## src/rtl/cmsdk_ahb_to_apb_async_p_if.sv

```systemverilog
// APB bus bundle between the APB-domain bridge half and its APB slaves.
//   master : bridge side; drives PSEL/PENABLE/PADDR/PWRITE/PPROT/PSTRB/PWDATA,
//            receives PRDATA/PREADY/PSLVERR.
//   slave  : peripheral side, the mirror image.
interface cmsdk_ahb_to_apb_async_p_if #(
    parameter int ADDRWIDTH = 16
) ();
    logic                 PSEL;
    logic                 PENABLE;
    logic [ADDRWIDTH-1:0] PADDR;
    logic                 PWRITE;
    logic [2:0]           PPROT;
    logic [3:0]           PSTRB;
    logic [31:0]          PWDATA;
    logic [31:0]          PRDATA;
    logic                 PREADY;
    logic                 PSLVERR;

    modport master (
        output PSEL, PENABLE, PADDR, PWRITE, PPROT, PSTRB, PWDATA,
        input  PRDATA, PREADY, PSLVERR
    );

    modport slave (
        input  PSEL, PENABLE, PADDR, PWRITE, PPROT, PSTRB, PWDATA,
        output PRDATA, PREADY, PSLVERR
    );
endinterface

```

## src/rtl/cmsdk_ahb_to_apb_async_p.sv

```systemverilog
// APB-domain half of the asynchronous AHB-to-APB bridge.
// A toggle on s_req_p (HCLK domain) is synchronised into PCLK; each request
// then runs one APB transfer (or none, for a dummy request) and is answered
// with a toggle on s_ack_p, with s_rdata/s_resp holding the result.
//
// Ports:
//   PCLK, PRESET        clock and synchronous active-high reset
//   s_req_p             request toggle, asynchronous to PCLK
//   s_addr/s_trans_valid/s_write/s_prot/s_strb/s_wdata
//                       transfer payload, held stable by the AHB side
//   s_rdata, s_resp     captured read data and error
//   s_ack_p             acknowledge toggle back to the HCLK domain
//   apb                 APB master bus (interface)
//   APBACTIVE           clock-gating hint
//
// state  | meaning
// IDLE   | no transfer; waiting for req/ack mismatch
// SETUP  | PSEL high, PENABLE low (one cycle)
// ACCESS | PSEL and PENABLE high, waiting for PREADY
module cmsdk_ahb_to_apb_async_p #(
    parameter int ADDRWIDTH = 16
) (
    input  logic                  PCLK,
    input  logic                  PRESET,
    input  logic                  s_req_p,
    input  logic [ADDRWIDTH-3:0]  s_addr,
    input  logic                  s_trans_valid,
    input  logic                  s_write,
    input  logic [1:0]            s_prot,
    input  logic [3:0]            s_strb,
    input  logic [31:0]           s_wdata,
    output logic [31:0]           s_rdata,
    output logic                  s_resp,
    output logic                  s_ack_p,
    cmsdk_ahb_to_apb_async_p_if.master apb,
    output logic                  APBACTIVE
);

    typedef enum logic [1:0] {
        ST_IDLE   = 2'd0,
        ST_SETUP  = 2'd1,
        ST_ACCESS = 2'd2
    } state_t;

    state_t               state_q, state_d;
    logic                 req_s1_q, req_s2_q;
    logic                 ack_q, ack_d;
    logic                 resp_q, resp_d;
    logic [31:0]          rdata_q, rdata_d;
    logic                 psel_q, psel_d;
    logic                 penable_q, penable_d;
    logic [ADDRWIDTH-1:0] paddr_q, paddr_d;
    logic                 pwrite_q, pwrite_d;
    logic [2:0]           pprot_q, pprot_d;
    logic [3:0]           pstrb_q, pstrb_d;
    logic [31:0]          pwdata_q, pwdata_d;
    logic                 pending;

    // Only the second synchroniser stage is trusted; the raw toggle never
    // reaches any logic.
    assign pending = req_s2_q ^ ack_q;

    always_comb begin
        state_d   = state_q;
        ack_d     = ack_q;
        resp_d    = resp_q;
        rdata_d   = rdata_q;
        psel_d    = psel_q;
        penable_d = penable_q;
        paddr_d   = paddr_q;
        pwrite_d  = pwrite_q;
        pprot_d   = pprot_q;
        pstrb_d   = pstrb_q;
        pwdata_d  = pwdata_q;

        case (state_q)
            ST_IDLE: begin
                if (pending) begin
                    if (s_trans_valid) begin
                        paddr_d  = {s_addr, 2'b00};
                        pwrite_d = s_write;
                        pstrb_d  = s_strb;
                        pwdata_d = s_wdata;
                        // Non-secure bit is never driven.
                        pprot_d  = {s_prot[1], 1'b0, s_prot[0]};
                        psel_d   = 1'b1;
                        state_d  = ST_SETUP;
                    end else begin
                        // Dummy request: answer without touching the bus.
                        ack_d  = ~ack_q;
                        resp_d = 1'b0;
                    end
                end
            end
            ST_SETUP: begin
                penable_d = 1'b1;
                state_d   = ST_ACCESS;
            end
            ST_ACCESS: begin
                if (apb.PREADY) begin
                    psel_d    = 1'b0;
                    penable_d = 1'b0;
                    resp_d    = apb.PSLVERR;
                    if (!pwrite_q) begin
                        rdata_d = apb.PRDATA;
                    end
                    ack_d   = ~ack_q;
                    state_d = ST_IDLE;
                end
            end
            default: begin
                psel_d    = 1'b0;
                penable_d = 1'b0;
                state_d   = ST_IDLE;
            end
        endcase
    end

    always_ff @(posedge PCLK) begin
        if (PRESET) begin
            state_q   <= ST_IDLE;
            req_s1_q  <= 1'b0;
            req_s2_q  <= 1'b0;
            ack_q     <= 1'b0;
            resp_q    <= 1'b0;
            rdata_q   <= '0;
            psel_q    <= 1'b0;
            penable_q <= 1'b0;
            paddr_q   <= '0;
            pwrite_q  <= 1'b0;
            pprot_q   <= '0;
            pstrb_q   <= '0;
            pwdata_q  <= '0;
        end else begin
            state_q   <= state_d;
            req_s1_q  <= s_req_p;
            req_s2_q  <= req_s1_q;
            ack_q     <= ack_d;
            resp_q    <= resp_d;
            rdata_q   <= rdata_d;
            psel_q    <= psel_d;
            penable_q <= penable_d;
            paddr_q   <= paddr_d;
            pwrite_q  <= pwrite_d;
            pprot_q   <= pprot_d;
            pstrb_q   <= pstrb_d;
            pwdata_q  <= pwdata_d;
        end
    end

    assign s_ack_p     = ack_q;
    assign s_resp      = resp_q;
    assign s_rdata     = rdata_q;
    assign apb.PSEL    = psel_q;
    assign apb.PENABLE = penable_q;
    assign apb.PADDR   = paddr_q;
    assign apb.PWRITE  = pwrite_q;
    assign apb.PPROT   = pprot_q;
    assign apb.PSTRB   = pstrb_q;
    assign apb.PWDATA  = pwdata_q;

    assign APBACTIVE = (state_q != ST_IDLE) | pending;

endmodule

```

## src/flat_wrapper.sv

```systemverilog
// flat-port wrapper written by rule: the top's interface ports become plain ports
module cmsdk_ahb_to_apb_async_p_flat 
#(
    parameter int ADDRWIDTH = 16
)
  (PCLK, PRESET, s_req_p, s_addr, s_trans_valid, s_write, s_prot, s_strb, s_wdata, s_rdata, s_resp, s_ack_p, APBACTIVE, apb_PSEL, apb_PENABLE, apb_PADDR, apb_PWRITE, apb_PPROT, apb_PSTRB, apb_PWDATA, apb_PRDATA, apb_PREADY, apb_PSLVERR);
  cmsdk_ahb_to_apb_async_p_if #(.ADDRWIDTH(ADDRWIDTH)) apb_i ();
  input  logic PCLK;
  input  logic PRESET;
  input  logic s_req_p;
  input  logic [ADDRWIDTH-3:0] s_addr;
  input  logic s_trans_valid;
  input  logic s_write;
  input  logic [1:0] s_prot;
  input  logic [3:0] s_strb;
  input  logic [31:0] s_wdata;
  output logic [31:0] s_rdata;
  output logic s_resp;
  output logic s_ack_p;
  output logic APBACTIVE;
  output wire logic [$bits(apb_i.PSEL)-1:0] apb_PSEL;
  output wire logic [$bits(apb_i.PENABLE)-1:0] apb_PENABLE;
  output wire logic [$bits(apb_i.PADDR)-1:0] apb_PADDR;
  output wire logic [$bits(apb_i.PWRITE)-1:0] apb_PWRITE;
  output wire logic [$bits(apb_i.PPROT)-1:0] apb_PPROT;
  output wire logic [$bits(apb_i.PSTRB)-1:0] apb_PSTRB;
  output wire logic [$bits(apb_i.PWDATA)-1:0] apb_PWDATA;
  input wire logic [$bits(apb_i.PRDATA)-1:0] apb_PRDATA;
  input wire logic [$bits(apb_i.PREADY)-1:0] apb_PREADY;
  input wire logic [$bits(apb_i.PSLVERR)-1:0] apb_PSLVERR;
  assign apb_PSEL = apb_i.PSEL;
  assign apb_PENABLE = apb_i.PENABLE;
  assign apb_PADDR = apb_i.PADDR;
  assign apb_PWRITE = apb_i.PWRITE;
  assign apb_PPROT = apb_i.PPROT;
  assign apb_PSTRB = apb_i.PSTRB;
  assign apb_PWDATA = apb_i.PWDATA;
  assign apb_i.PRDATA = apb_PRDATA;
  assign apb_i.PREADY = apb_PREADY;
  assign apb_i.PSLVERR = apb_PSLVERR;
  cmsdk_ahb_to_apb_async_p #(.ADDRWIDTH(ADDRWIDTH)) u_core (.PCLK(PCLK), .PRESET(PRESET), .s_req_p(s_req_p), .s_addr(s_addr), .s_trans_valid(s_trans_valid), .s_write(s_write), .s_prot(s_prot), .s_strb(s_strb), .s_wdata(s_wdata), .s_rdata(s_rdata), .s_resp(s_resp), .s_ack_p(s_ack_p), .apb(apb_i), .APBACTIVE(APBACTIVE));
endmodule
```

## config.mk

```make
export PLATFORM = sky130hd
export DESIGN_NAME = cmsdk_ahb_to_apb_async_p_flat
export DESIGN_NICKNAME = d
export VERILOG_FILES = /design/src/rtl/cmsdk_ahb_to_apb_async_p_if.sv /design/src/rtl/cmsdk_ahb_to_apb_async_p.sv /design/src/flat_wrapper.sv
export SDC_FILE = /design/constraint.sdc
export NUM_CORES = 1
export LEC_CHECK = 0
export BUFFER_PORTS_ARGS = -buffer_cell sky130_fd_sc_hd__buf_2
export CORE_MARGIN = 10
export CORE_UTILIZATION = 35
export CTS_BUF_LIST = sky130_fd_sc_hd__clkbuf_16
export DETAILED_ROUTE_END_ITERATION = 10
export GPL_TIMING_DRIVEN = 0
export HOLD_SLACK_MARGIN = 0.06
export PLACE_DENSITY = 0.71
export SYNTH_ARGS = -nofsm -noshare
export SYNTH_HDL_FRONTEND = slang
export SYNTH_SLANG_ARGS = --single-unit
```

## constraint.sdc

```tcl
create_clock -name PCLK -period 3.4 [get_ports PCLK]
set_input_delay 0.68 -clock PCLK [delete_from_list [all_inputs] [get_ports PCLK]]
set_output_delay 0.68 -clock PCLK [all_outputs]
set_load 0.05 [all_outputs]
```

Word level (Yosys, flattened, before mapping)
Index checks and enable logic that the tools add are counted.
Word-level totals
  bits in registers: 93
  input port bits: 91
  logic and storage cells: 51
Cells by class
  equality and inequality tests: 6
  multiplexer cells: 17
  bitwise logic cells: 6
  reductions and logical operators: 9
Operators by type and width (number)
  $mux 1: 9
  $reduce_and 3->1: 3
  $reduce_and 4->1: 2
  $mux 2: 3
  $ne 2x2->1 const B: 3
  $pmux 1 s3: 2
  $pmux 2 s3: 1
  $not 1->1: 4
  $pmux 1 s2: 2
  $reduce_bool 2->1: 2
  $eq 2x1->1 const B: 1
  $eq 2x2->1 const B: 1
  $logic_not 2->1: 1
  $ne 2x1->1 const B: 1
  $reduce_and 2->1: 1
  $or 1x1->1: 1
  $xor 1x1->1: 1

Depth between registers and ports, before layout
  depth after elaboration: 4
  gate-level depth with buffers: 6
  gate-level depth less buffers: 3

Worst setup path before layout
Ideal clock, no wire load.
  path kind: flip-flop to output port
  start: register u_core.ack_q (netlist: u_core.s_ack_p)
  end: output port APBACTIVE
  data arrival time: 1638 ps
  data required time: 2720 ps
  slack: 1082 ps
  stages on the path, launching flop included: 3
  path buffers: 0
  cells stage by stage: dfxtp_1 -> xor2_2 -> or3_1
Between the ends
  word-level cells in the longest chain between the ends: 2
RTL lines
  from (decl): RTL line cmsdk_ahb_to_apb_async_p.sv:47  | logic ack_q, ack_d;
  from (signal assigned): RTL line cmsdk_ahb_to_apb_async_p.sv:138  | ack_q <= ack_d;
  $xor 1x1->1: RTL line cmsdk_ahb_to_apb_async_p.sv:61  | assign pending = req_s2_q ^ ack_q;
  $or 1x1->1: RTL line cmsdk_ahb_to_apb_async_p.sv:162  | assign APBACTIVE = (state_q != ST_IDLE) | pending;
  to (decl): RTL line flat_wrapper.sv:20  | output logic APBACTIVE;
Every way passes these cells.

Worst setup path after layout
Same ends and word-level chain as after synthesis.

==> qor.txt <==
status -> finished clean
Vias/cell -> 4.89
worst clock skew -> 6.10 ps
Yosys warnings -> 0
clk_lat worst skew -> 330 ps
Cell Chain, Critical Path -> xor2_2, or3_1, buf_2
most frequent cell after synthesis -> dfxtp_1
count of final hold-check violations -> 0
top cell type's share of synthesized area -> 53.1%
Setup Crit Path Kind -> reg2out
top cells by area, synth -> dfxtp_1 53%, a21oi_1 12%, nand3_1 7.6%
Slowest-stage cell, CP -> xor2_2
drc violations -> 0
die width -> 120 um
DP Wirelength -> 9130 um
RSZ-0062 raised after global routing -> false
Worst Hold Margin -> 451 ps
M1 WL -> 4820 um
Die Y -> 120 um
Req. time, crit path -> 2720 ps
slowest stage delay, CP -> 570 ps
Min-Delay Path Class -> reg2reg
initial DRC count -> 280
Storage cell area -> 1860 sq um
R2R Path Start -> u_core.s_ack_p$_SDFFE_PP0P_
fin crit share -> 74.1%
Sink Count -> 93
Pleak -> 2.16 nW
DRT Pass-1 Iters -> 5
Slew Limit Headroom -> 55.6%
Crit path max-delay family -> XOR/XNOR gates
uppermost layer routed -> met5
WHS Path Cells -> 2
clk root buf -> clkbuf_16
port buffer count -> 180
Main synth FF type -> dfxtp_1
synthesized area -> 3510 sq um
most frequent cells after synthesis -> 93 x dfxtp_1, 86 x a21oi_1, 64 x nand2_1, 53 x nand3_1, 53 x o21ai_1
Final Util -> 50.2%
vias -> 3672
Seq/Total Area, Yosys -> 53.1%
htree depth -> 3
Syn Inst Count -> 420
Resize count post-CTS -> 0
largest area contributor in the netlist -> dfxtp_1
Yosys reg bits -> 93
fmax -> 397 MHz
critical path buffer and inverter count -> 1
cts hold-fix bufs -> 0
count of cell types in the netlist -> 29
vias in the first global route -> 3677
hold path startpoint -> u_core.s_rdata[29]$_SDFFE_PP0P_
gr ovfl total -> 0
met3 wire length -> 1200 um
Final setup viols -> 0
worst vdd ir -> 0.000258 V
power per cell area -> 552 nW/um^2
largest net degree at the start of global routing -> 17
I/O pins -> 184
GP Congestion -> 0.775
CP max FO -> 10
Starting Density -> 35.9%
Post-synth EDFFs -> 0
Max-cap violations -> 0
startpoint types -> flop
post-CTS setup buffers -> 0
antenna-violating nets left -> 0
crit path DAT -> 1840 ps
Layout fillers -> 970
ys async rst share -> 0%
Clock Pin Slew Worst Setup and Hold Paths -> 60 ps
Syn Area/Cell -> 8.35 sq um
share of layout cells above drive strength 1 -> 35.6%
Rows -> 36
Core Region -> 9770 sq um
max-slew violation count -> 0
worst r2r path cells -> 4
Num CTS Buffers -> 9
crit path time final -> 2520 ps
Final TNS setup -> 0 ps
r2r setup slk -> 1640 ps
routed len/inst -> 15.9 um
initial antenna violation count -> 1
r2r endpoint -> u_core.apb.PWDATA[5]$_SDFFE_PP0P_
Worst Hold Path EP -> u_core.s_rdata[29]$_SDFFE_PP0P_
antenna fix cells -> 0
clock tree buffer depth -> 2
area of the die -> 14400 sq um
overall routing resource usage -> 15.7%
actual slew at the worst max-slew pin -> 666 ps
Nets -> 704
Crit. End Element -> output port
met2 WL -> 5750 um
area delta synth->final -> 39.9%
final wirelength -> 11900 um
Multi-input gate area -> 1420 sq um
first-pass GRT wire length -> 18700 um
CTS tree -> built
final cells by class:
| cell class | instances | share of cell area (%) |
|---|---|---|
| clock inverter | 7 | 2.01 |
| tap | 133 | 3.39 |
| sequential | 93 | 37.9 |
| clock buffer | 9 | 4.59 |
| multi-input combinational | 283 | 28.9 |
| buffer | 45 | 4.74 |
| inverter | 1 | 0.0765 |
| timing repair buffer | 180 | 18.4 |
worst reg2reg max path, cell delays in order (launching register included):
cell and delay [ps]:
dfxtp_1 390, xnor2_2 570, clkbuf_1 420, o21ai_1 150
a21oi_1 170
where the power goes:
part           total, mW  leakage (nW)  internal [mW]  switching [mW]
logic              0.479          1.25          0.137           0.341
registers           1.15         0.753           1.13          0.0214
clock network       1.08         0.156          0.648           0.430
total               2.71          2.16           1.92           0.793
how the worst max path moves through the flow:
stage                      to  cells past startpoint                         from  slack, ps
global placement    APBACTIVE                      3  u_core.s_ack_p$_SDFFE_PP0P_       1190
CTS                 APBACTIVE                      3  u_core.s_ack_p$_SDFFE_PP0P_        820
detailed placement  APBACTIVE                      3  u_core.s_ack_p$_SDFFE_PP0P_       1180
floorplan           APBACTIVE                      2  u_core.s_ack_p$_SDFFE_PP0P_       1080
finish              APBACTIVE                      3  u_core.s_ack_p$_SDFFE_PP0P_        880
global route        APBACTIVE                      3  u_core.s_ack_p$_SDFFE_PP0P_        750
flip-flops by register name, summed over array words and instances (netlist names):
register            flops
u_core.req_s1_q         1
u_core.apb.PSTRB        4
u_core.state_q          2
u_core.apb.PWDATA      32
u_core.apb.PADDR       14
u_core.s_rdata         32
u_core.apb.PENABLE      1
u_core.s_ack_p          1
u_core.req_s2_q         1
u_core.apb.PWRITE       1
u_core.apb.PSEL         1
u_core.apb.PPROT        2
u_core.s_resp           1
logic make-up (layout without fill, tap and decap cells):
kind of cell / Yosys count / count (layout) / share of synthesized area [%]
flip-flops: 93 / 93 / 53.1
AO/OA/AOI/OAI: 144 / 144 / 21.4
other: 1 / 3 / 0.107
multiplexers: 2 / 2 / 0.606
buffers and inverters: 46 / 242 / 6.74
AND/OR/NAND/NOR: 132 / 132 / 17.2
XOR/XNOR: 2 / 2 / 0.927
cells in the final DEF (no fill, tap or decap), types with 2 or more instances in the layout:
cell type,count
nor2b_1,3
buf_6,5
buf_4,3
clkbuf_16,9
nand2_1,64
nand3_1,53
buf_2,192
conb_1,3
nor2_1,4
clkbuf_1,25
a21oi_1,86
bufinv_16,2
dfxtp_1,93
o21ai_1,53
o21a_1,2
clkinv_4,2
per-stage QoR:
stage          power [mW]  instance area [sq um]  worst slack [ps]  cells
4_1_cts              2.74                   4910               816    751
3_3_place_gp         1.65                   4580              1190    735
5_1_grt              2.83                   4910               751    751
3_5_place_dp         1.66                   4580              1180    735
2_1_floorplan        1.50                   3520              1080    422
6_report             2.71                   4910               880    751
layer usage:
layer  up-vias  GRT usage, %
li1       1832             -
met1      1677          17.4
met2       146          26.3
met3        15          7.08
met4         2          5.13
met5         -             0
(Power assumes the default switching activity.)
